==> config.mk <==
export PLATFORM = sky130hd
export DESIGN_NAME = alu_share_arbiter
export DESIGN_NICKNAME = d
export VERILOG_FILES = /design/src/rtl/alu_share_arbiter_pkg.sv /design/src/rtl/alu_rsp_slot.sv /design/src/rtl/alu_share_arbiter.sv
export SDC_FILE = /design/constraint.sdc
export NUM_CORES = 1
export LEC_CHECK = 0
export BUFFER_PORTS_ARGS = -buffer_cell sky130_fd_sc_hd__buf_2
export CORE_AREA = 2 2 130 132
export CTS_BUF_LIST = sky130_fd_sc_hd__clkbuf_4
export CTS_CLUSTER_SIZE = 16
export DETAILED_ROUTE_END_ITERATION = 6
export DIE_AREA = 0 0 132 134
export PLACE_DENSITY_LB_ADDON = 0.2
export SLEW_MARGIN = 10
export SYNTH_ARGS = -nofsm -noshare
export SYNTH_HDL_FRONTEND = slang
export SYNTH_SLANG_ARGS = --single-unit
==> constraint.sdc <==
create_clock -name clk -period 4 [get_ports clk]
set_input_delay 0.2 -clock clk [delete_from_list [all_inputs] [get_ports clk]]
set_output_delay 0.2 -clock clk [all_outputs]
set_load 0.05 [all_outputs]
==> src/rtl/alu_share_arbiter_pkg.sv <==
// ============================================================================
// Module      : alu_share_arbiter_pkg
// Description : Shared ALU control codes and arbiter constants.
// Revision    : 1.0 - initial release
// ============================================================================
`default_nettype none

package alu_share_arbiter_pkg;

  localparam int ARB_XLEN = 32;
  localparam int ARB_NREQ = 2;
  localparam int ARB_ID_W = 1;

  localparam logic [4:0] ALU_ADD     = 5'h00;
  localparam logic [4:0] ALU_SUB     = 5'h01;
  localparam logic [4:0] ALU_AND     = 5'h02;
  localparam logic [4:0] ALU_OR      = 5'h03;
  localparam logic [4:0] ALU_XOR     = 5'h04;
  localparam logic [4:0] ALU_SLL     = 5'h05;
  localparam logic [4:0] ALU_SRL_SRA = 5'h06;
  localparam logic [4:0] ALU_SLT     = 5'h07;
  localparam logic [4:0] ALU_SLTU    = 5'h08;

  typedef logic [ARB_ID_W-1:0] arb_id_t;

  function automatic arb_id_t other_id(input arb_id_t id);
    return ~id;
  endfunction

endpackage

`default_nettype wire

==> src/rtl/alu_rsp_slot.sv <==
// ============================================================================
// Module      : alu_rsp_slot
// Description : One-deep valid/ready holding register for an ALU result.
// Revision    : 1.0 - initial release
// ============================================================================
`default_nettype none

module alu_rsp_slot #(
  parameter int XLEN = 32
) (
  input  logic            clk,
  input  logic            rst,
  input  logic            load,
  input  logic [XLEN-1:0] load_data,
  input  logic            rsp_ready,
  output logic            rsp_valid,
  output logic [XLEN-1:0] rsp_data
);

  logic            r_valid;
  logic [XLEN-1:0] r_data;

  // The arbiter never loads an occupied slot, so load and drain cannot collide.
  always_ff @(posedge clk) begin
    if (rst) begin
      r_valid <= 1'b0;
      r_data  <= '0;
    end else if (load) begin
      r_valid <= 1'b1;
      r_data  <= load_data;
    end else if (r_valid && rsp_ready) begin
      r_valid <= 1'b0;
    end
  end

  assign rsp_valid = r_valid;
  assign rsp_data  = r_data;

endmodule

`default_nettype wire

==> src/rtl/alu_share_arbiter.sv <==
// ============================================================================
// Module      : alu_share_arbiter
// Description : Round-robin sharing of one combinational ALU by two requesters.
// Revision    : 1.0 - initial release
// ============================================================================
`default_nettype none

module alu_share_arbiter
  import alu_share_arbiter_pkg::*;
#(
  parameter int XLEN       = ARB_XLEN,
  parameter int PRIO_RESET = 0
) (
  input  logic            clk,
  input  logic            rst,
  input  logic            req0_valid,
  output logic            req0_ready,
  input  logic [XLEN-1:0] req0_a,
  input  logic [XLEN-1:0] req0_b,
  input  logic [4:0]      req0_ctl,
  input  logic [6:0]      req0_funct7,
  input  logic            req1_valid,
  output logic            req1_ready,
  input  logic [XLEN-1:0] req1_a,
  input  logic [XLEN-1:0] req1_b,
  input  logic [4:0]      req1_ctl,
  input  logic [6:0]      req1_funct7,
  output logic            rsp0_valid,
  input  logic            rsp0_ready,
  output logic [XLEN-1:0] rsp0_data,
  output logic            rsp1_valid,
  input  logic            rsp1_ready,
  output logic [XLEN-1:0] rsp1_data,
  output logic [XLEN-1:0] alu_a,
  output logic [XLEN-1:0] alu_b,
  output logic [4:0]      alu_ctl,
  output logic [6:0]      alu_funct7,
  input  logic [XLEN-1:0] alu_out
);

  localparam arb_id_t c_prio_reset = arb_id_t'(PRIO_RESET);

  logic            r_iss_valid;
  arb_id_t         r_iss_id;
  logic [XLEN-1:0] r_iss_a;
  logic [XLEN-1:0] r_iss_b;
  logic [4:0]      r_iss_ctl;
  logic [6:0]      r_iss_f7;
  arb_id_t         r_prio;

  logic    w_busy0, w_busy1;
  logic    w_elig0, w_elig1;
  logic    w_grant0, w_grant1;
  logic    w_cap0, w_cap1;
  arb_id_t w_gnt_id;

  // A requester is busy from acceptance until its response is drained.
  assign w_busy0 = (r_iss_valid && (r_iss_id == 1'b0)) || rsp0_valid;
  assign w_busy1 = (r_iss_valid && (r_iss_id == 1'b1)) || rsp1_valid;
  assign w_elig0 = req0_valid && !w_busy0 && !rst;
  assign w_elig1 = req1_valid && !w_busy1 && !rst;

  assign w_grant0 = w_elig0 && (!w_elig1 || (r_prio == 1'b0));
  assign w_grant1 = w_elig1 && (!w_elig0 || (r_prio == 1'b1));
  assign w_gnt_id = arb_id_t'(w_grant1);

  assign req0_ready = w_grant0;
  assign req1_ready = w_grant1;

  always_ff @(posedge clk) begin
    if (rst) begin
      r_iss_valid <= 1'b0;
      r_iss_id    <= '0;
      r_iss_a     <= '0;
      r_iss_b     <= '0;
      r_iss_ctl   <= '0;
      r_iss_f7    <= '0;
      r_prio      <= c_prio_reset;
    end else if (w_grant0 || w_grant1) begin
      r_iss_valid <= 1'b1;
      r_iss_id    <= w_gnt_id;
      r_iss_a     <= w_grant1 ? req1_a      : req0_a;
      r_iss_b     <= w_grant1 ? req1_b      : req0_b;
      r_iss_ctl   <= w_grant1 ? req1_ctl    : req0_ctl;
      r_iss_f7    <= w_grant1 ? req1_funct7 : req0_funct7;
      r_prio      <= other_id(w_gnt_id);
    end else begin
      r_iss_valid <= 1'b0;
    end
  end

  assign alu_a      = r_iss_a;
  assign alu_b      = r_iss_b;
  assign alu_ctl    = r_iss_ctl;
  assign alu_funct7 = r_iss_f7;

  assign w_cap0 = r_iss_valid && (r_iss_id == 1'b0);
  assign w_cap1 = r_iss_valid && (r_iss_id == 1'b1);

  alu_rsp_slot #(.XLEN(XLEN)) u_rsp0 (
    .clk       (clk),
    .rst       (rst),
    .load      (w_cap0),
    .load_data (alu_out),
    .rsp_ready (rsp0_ready),
    .rsp_valid (rsp0_valid),
    .rsp_data  (rsp0_data)
  );

  alu_rsp_slot #(.XLEN(XLEN)) u_rsp1 (
    .clk       (clk),
    .rst       (rst),
    .load      (w_cap1),
    .load_data (alu_out),
    .rsp_ready (rsp1_ready),
    .rsp_valid (rsp1_valid),
    .rsp_data  (rsp1_data)
  );

endmodule

`default_nettype wire

Yosys cells after proc, flatten, opt, wreduce, memory -nomap -nowiden
Index checks and enable logic that the tools add are counted.
{"block": "word_totals", "memories": 0, "mem_bits_ro": 0, "ramBits": 0, "reg_bits": 145, "latchBits": 0}
{"block": "op_classes", "eq_ne": 0, "mux": 9, "magnitude_cmp": 0, "n_reduce_logical": 22, "n_bitwise": 3, "n_addsub": 0, "mul": 0, "shifts": 0, "div": 0}
{"op": "two-way mux 32 bit", "n": 2}
{"op": "logical AND 1 bit", "n": 10}
{"op": "two-way mux 7 bit", "n": 1}
{"op": "logical NOT 1 bit", "n": 5}
{"op": "logical OR 1 bit", "n": 5}
{"op": "two-way mux 1 bit", "n": 5}
{"op": "two-way mux 5 bit", "n": 1}
{"op": "nonzero test 2 bit", "n": 2}
{"op": "NOT 1 bit", "n": 3}

Logic depth before layout (Yosys ltp)
Gate-level depths: netlist of run 1.
{"block": "logic_depth", "ltp_word": 11, "depth_mapped": 8}

By module
Synthesis of run 1 repeated with hierarchy kept, for this count alone.
{"block": "hier_totals", "cells_unflattened": 686, "area_unflattened_um2": 6324.8}
{"mod": "alu_share_arbiter", "area_each_um2": 3915.0, "n_inst": 1, "cells_per_inst": 470, "seq_area_each_um2": 1581.5}
{"mod": "alu_rsp_slot", "area_each_um2": 1204.9, "n_inst": 2, "cells_per_inst": 108, "seq_area_each_um2": 660.6}

Least setup slack after synthesis of run 1
Ideal clock, no wire load.
{"block": "synth_timing", "path_kind": "register -> register", "start": "register u_rsp1.r_valid (netlist: u_rsp1.rsp_valid)", "end": "register r_iss_ctl[4] (netlist: alu_ctl[4])", "path_buffers": 0, "arrival_ns": 4.171, "t_required_ns": 3.929, "period_less_slack_ns": 4.242, "setup_slack_ns": -0.242, "stages_incl_launch_ff": 5, "path_cell_list": "dfxtp_1 > nand2b_1 > nor2_1 > a2111oi_0 > a221o_1"}
{"block": "synth_via", "elab_chain_cells": 8, "word_cells_on_any_way": 10, "cone_classes": "mux: 1; reduce/logical: 9"}
{"element": "start, declared", "line_no": "alu_rsp_slot.sv:20", "rtl": "logic r_valid;"}
{"element": "start signal, assigned", "line_no": "alu_rsp_slot.sv:26", "rtl": "r_valid <= 1'b0;"}
{"element": "start signal, assigned", "line_no": "alu_rsp_slot.sv:29", "rtl": "r_valid <= 1'b1;"}
{"element": "start signal, assigned", "line_no": "alu_rsp_slot.sv:32", "rtl": "r_valid <= 1'b0;"}
{"element": "logical OR 1 bit", "line_no": "alu_share_arbiter.sv:59", "rtl": "assign w_busy1 = (r_iss_valid && (r_iss_id == 1'b1)) || rsp1_valid;"}
{"element": "logical NOT 1 bit", "line_no": "alu_share_arbiter.sv:61", "rtl": "assign w_elig1 = req1_valid && !w_busy1 && !rst;"}
{"element": "logical AND 1 bit (2 in series)", "line_no": "alu_share_arbiter.sv:61"}
{"element": "logical NOT 1 bit", "line_no": "alu_share_arbiter.sv:63", "rtl": "assign w_grant0 = w_elig0 && (!w_elig1 || (r_prio == 1'b0));"}
{"element": "logical OR 1 bit", "line_no": "alu_share_arbiter.sv:63"}
{"element": "logical AND 1 bit", "line_no": "alu_share_arbiter.sv:63"}
{"element": "named net req0_ready", "line_no": "alu_share_arbiter.sv:17", "rtl": "output logic req0_ready,"}
{"element": "logical OR 1 bit", "line_no": "alu_share_arbiter.sv:79", "rtl": "end else if (w_grant0 || w_grant1) begin"}
{"element": "end signal, assigned", "line_no": "alu_share_arbiter.sv:84", "rtl": "r_iss_ctl <= w_grant1 ? req1_ctl : req0_ctl;"}
{"element": "end, declared", "line_no": "alu_share_arbiter.sv:47", "rtl": "logic [4:0] r_iss_ctl;"}
The timed path passes the listed nets, and every way through them passes these cells.
A chain may end at the register's enable or synchronous reset.

Worst setup path in the final report of run 1
{"block": "layout_timing", "start": "register r_iss_id", "end": "register r_iss_a[0] (netlist: alu_a[0])"}
{"block": "layout_via", "elab_chain_cells": 10, "word_cells_on_any_way": 19, "cone_classes": "mux: 1; bitwise: 1; reduce/logical: 17"}
{"element": "start, declared", "line_no": "alu_share_arbiter.sv:44", "rtl": "arb_id_t r_iss_id;"}
{"element": "start signal, assigned", "line_no": "alu_share_arbiter.sv:81", "rtl": "r_iss_id <= w_gnt_id;"}
{"element": "NOT 1 bit", "line_no": "alu_share_arbiter.sv:58", "rtl": "assign w_busy0 = (r_iss_valid && (r_iss_id == 1'b0)) || rsp0_valid;"}
{"element": "logical AND 1 bit", "line_no": "alu_share_arbiter.sv:58"}
{"element": "logical OR 1 bit", "line_no": "alu_share_arbiter.sv:58"}
{"element": "logical NOT 1 bit", "line_no": "alu_share_arbiter.sv:60", "rtl": "assign w_elig0 = req0_valid && !w_busy0 && !rst;"}
{"element": "logical AND 1 bit (2 in series)", "line_no": "alu_share_arbiter.sv:60"}
{"element": "logical NOT 1 bit", "line_no": "alu_share_arbiter.sv:64", "rtl": "assign w_grant1 = w_elig1 && (!w_elig0 || (r_prio == 1'b1));"}
{"element": "logical OR 1 bit", "line_no": "alu_share_arbiter.sv:64"}
{"element": "logical AND 1 bit", "line_no": "alu_share_arbiter.sv:64"}
{"element": "two-way mux 32 bit or logical OR 1 bit (tied branches)", "line_no": "alu_share_arbiter.sv:82, alu_share_arbiter.sv:79"}
{"element": "end signal, assigned", "line_no": "alu_share_arbiter.sv:82", "rtl": "r_iss_a <= w_grant1 ? req1_a : req0_a;"}
{"element": "end, declared", "line_no": "alu_share_arbiter.sv:45", "rtl": "logic [XLEN-1:0] r_iss_a;"}
Parallel ways exist; a longest one is shown, timed or not.

==> reports/results.tsv, run 1 <==
stage	metric	value	unit
outcome	status	complete, no violations	
die	# rows	47	
clock_tree	register clock-pin slew on the reported worst setup and hold paths	0.13	ns
sta	period utilization	78.5	%
clock_tree	CTS Buffer Depth	2	
global_routing	total gr overflow	0	
synthesis	list of most frequent post-synthesis cells	dfxtp_1 (145), a21oi_1 (141), nand2_1 (129), clkbuf_1 (79), o21ai_0 (75)	
synthesis	Mapped Nets	940	
detailed_routing	via density per instance	5.23	
layout	sequential cell area	0.00290	mm²
die	Placeable Area	0.0163	mm²
synthesis	number of synthesized flops with an enable pin	0	
clock_tree	setup bufs post-CTS	0	
synthesis	Seq/Total Area, Yosys	46.1	%
global_routing	vias in the first global route	7260	
min_path	hold depth	3	
setup_path	CP required	4.49	ns
setup_path	Critical Path End Type	flip-flop	
synthesis	Avg Inst Size Synth	8.39	µm²
placed_design	area post-placement	0.00801	mm²
die	number of I/O pins	334	
clock_tree	Num CTS Buffers	17	
setup_path	r2r endpoint	alu_a[0]$_SDFFE_PP0P_	
detailed_routing	met2 WL	12100	µm
layout	Area Overhead vs Synth	61.5	%
synthesis	top_reg_cell synth	dfxtp_1	
sta	RSZ-0062 raised after global routing	false	
detailed_routing	WL met1	9150	µm
sta	Setup violations, final	0	
synthesis	Async SR Flop Fraction	0	%
synthesis	Area contributors post-synth	dfxtp_1 (46%), a21oi_1 (11%), a311oi_1 (10%)	
sta	Final Max Slew Viols	0	
global_routing	first-pass GRT wire length	36700	µm
sta	count of final hold-check violations	0	
sta	max_slew headroom	25.1	%
detailed_routing	WL per Instance	16.2	µm
global_routing	initial antenna violation count	3	
synthesis	area leader, netlist	dfxtp_1	
setup_path	reg2reg start	r_iss_id$_SDFFE_PP0P_	
run	# Max-Cap Violations	0	
power_and_ir_drop	PD cells	395	mW/mm²
synthesis	register bit count reported by yosys	145	
setup_path	Worst Setup Start Kind	flip-flop	
detailed_routing	antenna-violating nets left	0	
min_path	worst hold endpoint	alu_ctl[4]$_SDFFE_PP0P_	
layout	fin area	0.0102	mm²
detailed_routing	Vias	7558	
setup_path	register-to-register setup slack	0.86	ns
setup_path	reg2reg path depth	6	
sta	setup TNS	0	ns
sta	Clock Skew	0.0195	ns
layout	area of the multi-input gates	0.00305	mm²
power_and_ir_drop	VDD IR max	0.213	mV
detailed_routing	DRC	0	
clock_tree	H-tree level count	4	
clock_tree	CTS Root Cell	clkbuf_4	
min_path	Hold Path Class	input pin to flip-flop	
setup_path	WP data arrival	3.63	ns
min_path	hold_sp	req1_ctl[4]	
synthesis	Post-Synthesis Cell Area	0.00630	mm²
die	Initial Util	38.7	%
placed_design	input/output buffers	333	
synthesis	top-count cell post-synth	dfxtp_1	
die	Die X	132	µm
placed_design	GPL Wtd Cong	0.783	
detailed_routing	DRT Wirelength	23400	µm
sta	fmax	318	MHz
layout	post-layout util	62.4	%
global_routing	Total GRT Usage	25.6	%
detailed_routing	1st-pass router iterations	5	
clock_tree	TritonCTS Sinks	145	
setup_path	critical path fanouts, max	105	
synthesis	Mapped Cells	750	
synthesis	Netlist cell types	24	
layout	layout cells sized above 1	31.2	%
layout	fill count	1478	
clock_tree	CTS tree	yes	
sta	WHS	0.0648	ns
placed_design	DP HPWL	14200	µm
sta	Worst-Margin Slew	1.12	ns
power_and_ir_drop	Leak Pwr	0.00449	µW
setup_path	kind of critical path	flip-flop to flip-flop	
detailed_routing	Met3 Routed Length	1680	µm
layout	nets@finish	1400	
global_routing	pin count of the biggest net entering global routing	106	
sta	fin crit period	3.14	ns
detailed_routing	Top Metal Used	met5	
clock_tree	Clock Latency Late Sink	0.54	ns
die	Die Area	0.0177	mm²
detailed_routing	initial DRC count	431	
synthesis	Ys Warns	0	
synthesis	Synth top area share	46.1	%
die	die height	134	µm
==> state kept, by name, summed over array words and instances (netlist names) <==
name,cells
u_rsp0.rsp_valid,1
u_rsp1.rsp_valid,1
r_prio,1
alu_b,32
u_rsp1.rsp_data,32
r_iss_id,1
r_iss_valid,1
u_rsp0.rsp_data,32
alu_a,32
alu_ctl,5
alu_funct7,7
==> where the power goes <==
part / switching (µW) / internal [µW]
registers: 73.9 / 1580
logic: 877 / 489
clock network: 551 / 448
==> cell usage in the layout (no fill, tap or decap), types with 2 or more instances in the layout <==
| master | netlist | final |
|---|---|---|
| clkinvlp_4 | 0 | 3 |
| nand2b_1 | 4 | 4 |
| bufinv_16 | 0 | 3 |
| clkinv_4 | 0 | 2 |
| buf_4 | 0 | 11 |
| a311oi_1 | 74 | 74 |
| nor3b_1 | 2 | 2 |
| buf_12 | 0 | 2 |
| diode_2 | 0 | 3 |
| a221o_1 | 2 | 2 |
| o21ai_0 | 75 | 74 |
| inv_6 | 0 | 2 |
| buf_2 | 2 | 332 |
| nor2b_1 | 3 | 2 |
| a21oi_1 | 141 | 141 |
| nor2_1 | 4 | 4 |
| clkbuf_4 | 0 | 19 |
| or3b_1 | 74 | 74 |
| clkinv_2 | 0 | 2 |
| nand2_1 | 129 | 129 |
| dfxtp_1 | 145 | 145 |
| dlygate4sd3_1 | 0 | 184 |
==> cells by family (layout without fill, tap and decap cells) <==
group / count (synthesis) / in the layout / synth area share [%]
compound gates: 294 / 294 / 28.0
buf+inv: 88 / 561 / 5.88
flops: 145 / 145 / 46.1
other cells: 0 / 3 / 0
simple gates: 223 / 223 / 20.0
==> worst max-delay path: stages (launching register included) <==
cell           delay [ns]
dfxtp_1              0.43
and2_4               0.44
or3_4                0.74
buf_4                0.35
o21ai_0              0.13
a311oi_1             0.30
dlygate4sd3_1        0.60
==> area by class of cell <==
| type | count | share of cell area (%) |
|---|---|---|
| antenna | 3 | 0.0738 |
| clock buffer | 19 | 1.40 |
| clock inverter | 13 | 1.59 |
| multi-input combinational | 517 | 30.0 |
| sequential | 145 | 28.6 |
| tap | 220 | 2.71 |
| timing repair buffer | 529 | 35.7 |
==> worst max-delay path by stage <==
| stage | startpoint | endpoint | slack, ns | depth (start not counted) |
|---|---|---|---|---|
| detailed placement | r_iss_id$_SDFFE_PP0P_ | alu_b[13]$_SDFFE_PP0P_ | 1.49 | 5 |
| floorplan | u_rsp1.rsp_valid$_SDFFE_PP0P_ | alu_ctl[4]$_SDFFE_PP0P_ | 0.60 | 4 |
| global route | r_iss_id$_SDFFE_PP0P_ | alu_a[0]$_SDFFE_PP0P_ | 0.63 | 6 |
| CTS | r_iss_id$_SDFFE_PP0P_ | alu_b[15]$_SDFFE_PP0P_ | 0.95 | 6 |
| global placement | rst | alu_b[20]$_SDFFE_PP0P_ | 1.56 | 5 |
| finish | r_iss_id$_SDFFE_PP0P_ | alu_a[0]$_SDFFE_PP0P_ | 0.86 | 6 |
==> metrics by stage <==
step           setup WS [ns]  power [µW]  std cells
6_report               0.858        4010       1446
2_1_floorplan          0.596        2490        750
4_1_cts                0.952        4030       1443
5_1_grt                0.631        4210       1444
3_5_place_dp            1.49        2830       1227
3_3_place_gp            1.56        2820       1227
==> what timing repair did <==
action                    in CTS  in global routing
hold endpoints to repair     142                  0
gates resized for setup        0                  0
hold buffers                 184                  0
==> metal layers <==
metal / GRT usage [%] / vias to the layer above
met3: 7.03 / 44
li1: - / 3668
met2: 46.1 / 322
met4: 7.43 / 2
met1: 29.6 / 3522
met5: 0 / -
Power figures use the tool's default switching activity.
==> inputs of run 2 (changes only) <==
==> constraint.sdc (replaced) <==
create_clock -name clk -period 2.8 [get_ports clk]
set_input_delay 0.14 -clock clk [delete_from_list [all_inputs] [get_ports clk]]
set_output_delay 0.14 -clock clk [all_outputs]
set_load 0.05 [all_outputs]
==> reports/results.tsv, run 2 (synthesized netlist as in run 1, its figures left out) <==
stage	metric	value	unit
setup_path	CP required	3.28	ns
global_routing	vias in the first global route	7391	
global_routing	first-pass GRT wire length	37000	µm
setup_path	Max stage delay on crit path	0.60	ns
global_routing	Total GRT Usage	25.6	%
detailed_routing	antenna-violating nets left	0	
layout	Area Overhead vs Synth	62.1	%
min_path	hold depth	4	
clock_tree	CTS Buffer Depth	2	
outcome	status	complete, no violations	
layout	post-layout util	62.6	%
setup_path	Critical Path End Type	flip-flop	
power_and_ir_drop	switching pwr	2160	µW
setup_path	critical path, cell by cell	and2_4, or3_4, buf_4, or3b_1, a311oi_1, dlygate4sd3_1	
min_path	Hold Path Class	input pin to flip-flop	
detailed_routing	initial DRC count	432	
global_routing	initial antenna violation count	2	
run	# Max-Cap Violations	0	
setup_path	register-to-register setup slack	0.16	ns
die	Placeable Area	0.0163	mm²
sta	RSZ-0062 raised after global routing	false	
sta	Final Max Slew Viols	0	
detailed_routing	DRC	0	
placed_design	area post-placement	0.00805	mm²
layout	most common cell after layout, fill and taps aside	buf_2	
die	# rows	47	
die	number of I/O pins	334	
setup_path	Stages on worst setup path	6	
sta	count of final hold-check violations	0	
layout	nets@finish	1407	
clock_tree	CTS Root Cell	clkbuf_4	
power_and_ir_drop	clock share of power	22.0	%
clock_tree	Num CTS Buffers	17	
power_and_ir_drop	sequential share of power	42.3	%
clock_tree	register clock-pin slew on the reported worst setup and hold paths	0.15	ns
sta	period utilization	94.2	%
power_and_ir_drop	Leak Pwr	0.00451	µW
clock_tree	CTS tree	yes	
sta	Clock Skew	0.0311	ns
setup_path	critical path fanouts, max	18	
sta	Setup violations, final	0	
sta	max_slew headroom	31.9	%
detailed_routing	1st-pass router iterations	4	
die	Initial Util	38.7	%
layout	most frequent cells in the layout	buf_2 (332), dlygate4sd3_1 (186), dfxtp_1 (144), a21oi_1 (141), nand2_1 (129)	
setup_path	Worst Setup Start Kind	flip-flop	
layout	fin area	0.0102	mm²
setup_path	WP data arrival	3.12	ns
layout	fill count	1436	
detailed_routing	Vias	7502	
layout	layout cells sized above 1	31.7	%
sta	fin crit period	2.64	ns
sta	Worst-Margin Slew	1.02	ns
setup_path	reg2reg path depth	6	
setup_path	Crit path buffers/inverters	2	
die	Die Area	0.0177	mm²
die	die height	134	µm
placed_design	GPL Wtd Cong	0.801	
detailed_routing	DRT Wirelength	23800	µm
setup_path	Slowest-stage cell, CP	dlygate4sd3_1	
placed_design	input/output buffers	333	
layout	area of the multi-input gates	0.00307	mm²
sta	fmax	379	MHz
detailed_routing	via density per instance	5.17	
clock_tree	H-tree level count	4	
setup_path	CP top delay family	simple AND/OR/NAND/NOR gates	
clock_tree	Clock Latency Late Sink	0.53	ns
layout	sequential cell area	0.00290	mm²
setup_path	kind of critical path	flip-flop to flip-flop	
power_and_ir_drop	combinational power share	35.7	%
sta	setup TNS	0	ns
power_and_ir_drop	P_int	3400	µW
detailed_routing	WL per Instance	16.4	µm
power_and_ir_drop	VDD IR max	0.261	mV
placed_design	DP HPWL	13700	µm
power_and_ir_drop	Sw Ratio	38.9	%
global_routing	pin count of the biggest net entering global routing	152	
die	Die X	132	µm
global_routing	total gr overflow	0	
clock_tree	TritonCTS Sinks	145	
power_and_ir_drop	PD cells	545	mW/mm²
==> run 2: cell count changes in the layout (fill, tap and decap cells not counted), moves of 2 or more <==
cell,previous run,this run
dlygate4sd3_1,184,186
clkinv_2,2,5
buf_6,0,2
clkbuf_4,19,17
buf_12,2,4
bufinv_16,3,1
==> run 2: routing by layer <==
layer / global-route usage [%] / vias up / wire length [µm]
li1: - / 3678 / -
met1: 30.1 / 3466 / 9780
met2: 44.4 / 294 / 11700
met3: 6.73 / 64 / 1550
met4: 10.5 / 0 / 824
met5: 0 / - / 0
==> run 2: final timing paths <==
kind / from / end
setup / recovery: r_iss_id$_SDFFE_PP0P_ / alu_b[7]$_SDFFE_PP0P_
hold / removal: req1_valid / r_iss_id$_SDFFE_PP0P_
setup reg to reg: r_iss_id$_SDFFE_PP0P_ / alu_b[7]$_SDFFE_PP0P_
hold reg to reg: u_rsp0.rsp_data[1]$_SDFFE_PP0P_ / u_rsp0.rsp_data[1]$_SDFFE_PP0P_
==> run 2: power by group through the flow <==
stage	clock (µW)	combinational, µW	sequential, µW
final	1230	1980	2350
after global routing	1340	2100	2370
after global placement	0	1640	2390
after CTS	1250	1950	2350
after floorplan	0	544	3020
after detailed placement	0	1650	2390
==> run 2: repair_timing <==
item                       CTS  global route
gates resized for setup      0             5
hold endpoints to repair   142             0
setup buffers                0             2
setup endpoints to repair    0            70
hold buffers               186             0
==> run 2: cell type report <==
cell class                 instances  area share (%)
antenna                            2          0.0490
clock buffer                      17            1.25
clock inverter                    14            1.14
multi-input combinational        519            30.1
sequential                       145            28.5
tap                              220            2.70
timing repair buffer             534            36.3
==> run 2: stage by stage <==
stage	std cells	hold slack [ns]	power, µW	worst slack (ns)
floorplan	750	0.276	3560	0.257
global placement	1228	0.385	4030	0.639
detailed placement	1228	0.398	4040	0.579
CTS	1445	0.144	5550	0.0592
global route	1450	0.102	5820	0.0499
finish	1451	0.173	5560	0.161
==> run 2: worst min-delay path: cells and delay by family <==
| family | cells | cell delay, ns |
|---|---|---|
| AND/OR/NAND/NOR | 3 | 0.41 |
| buffers and inverters | 1 | 0.10 |
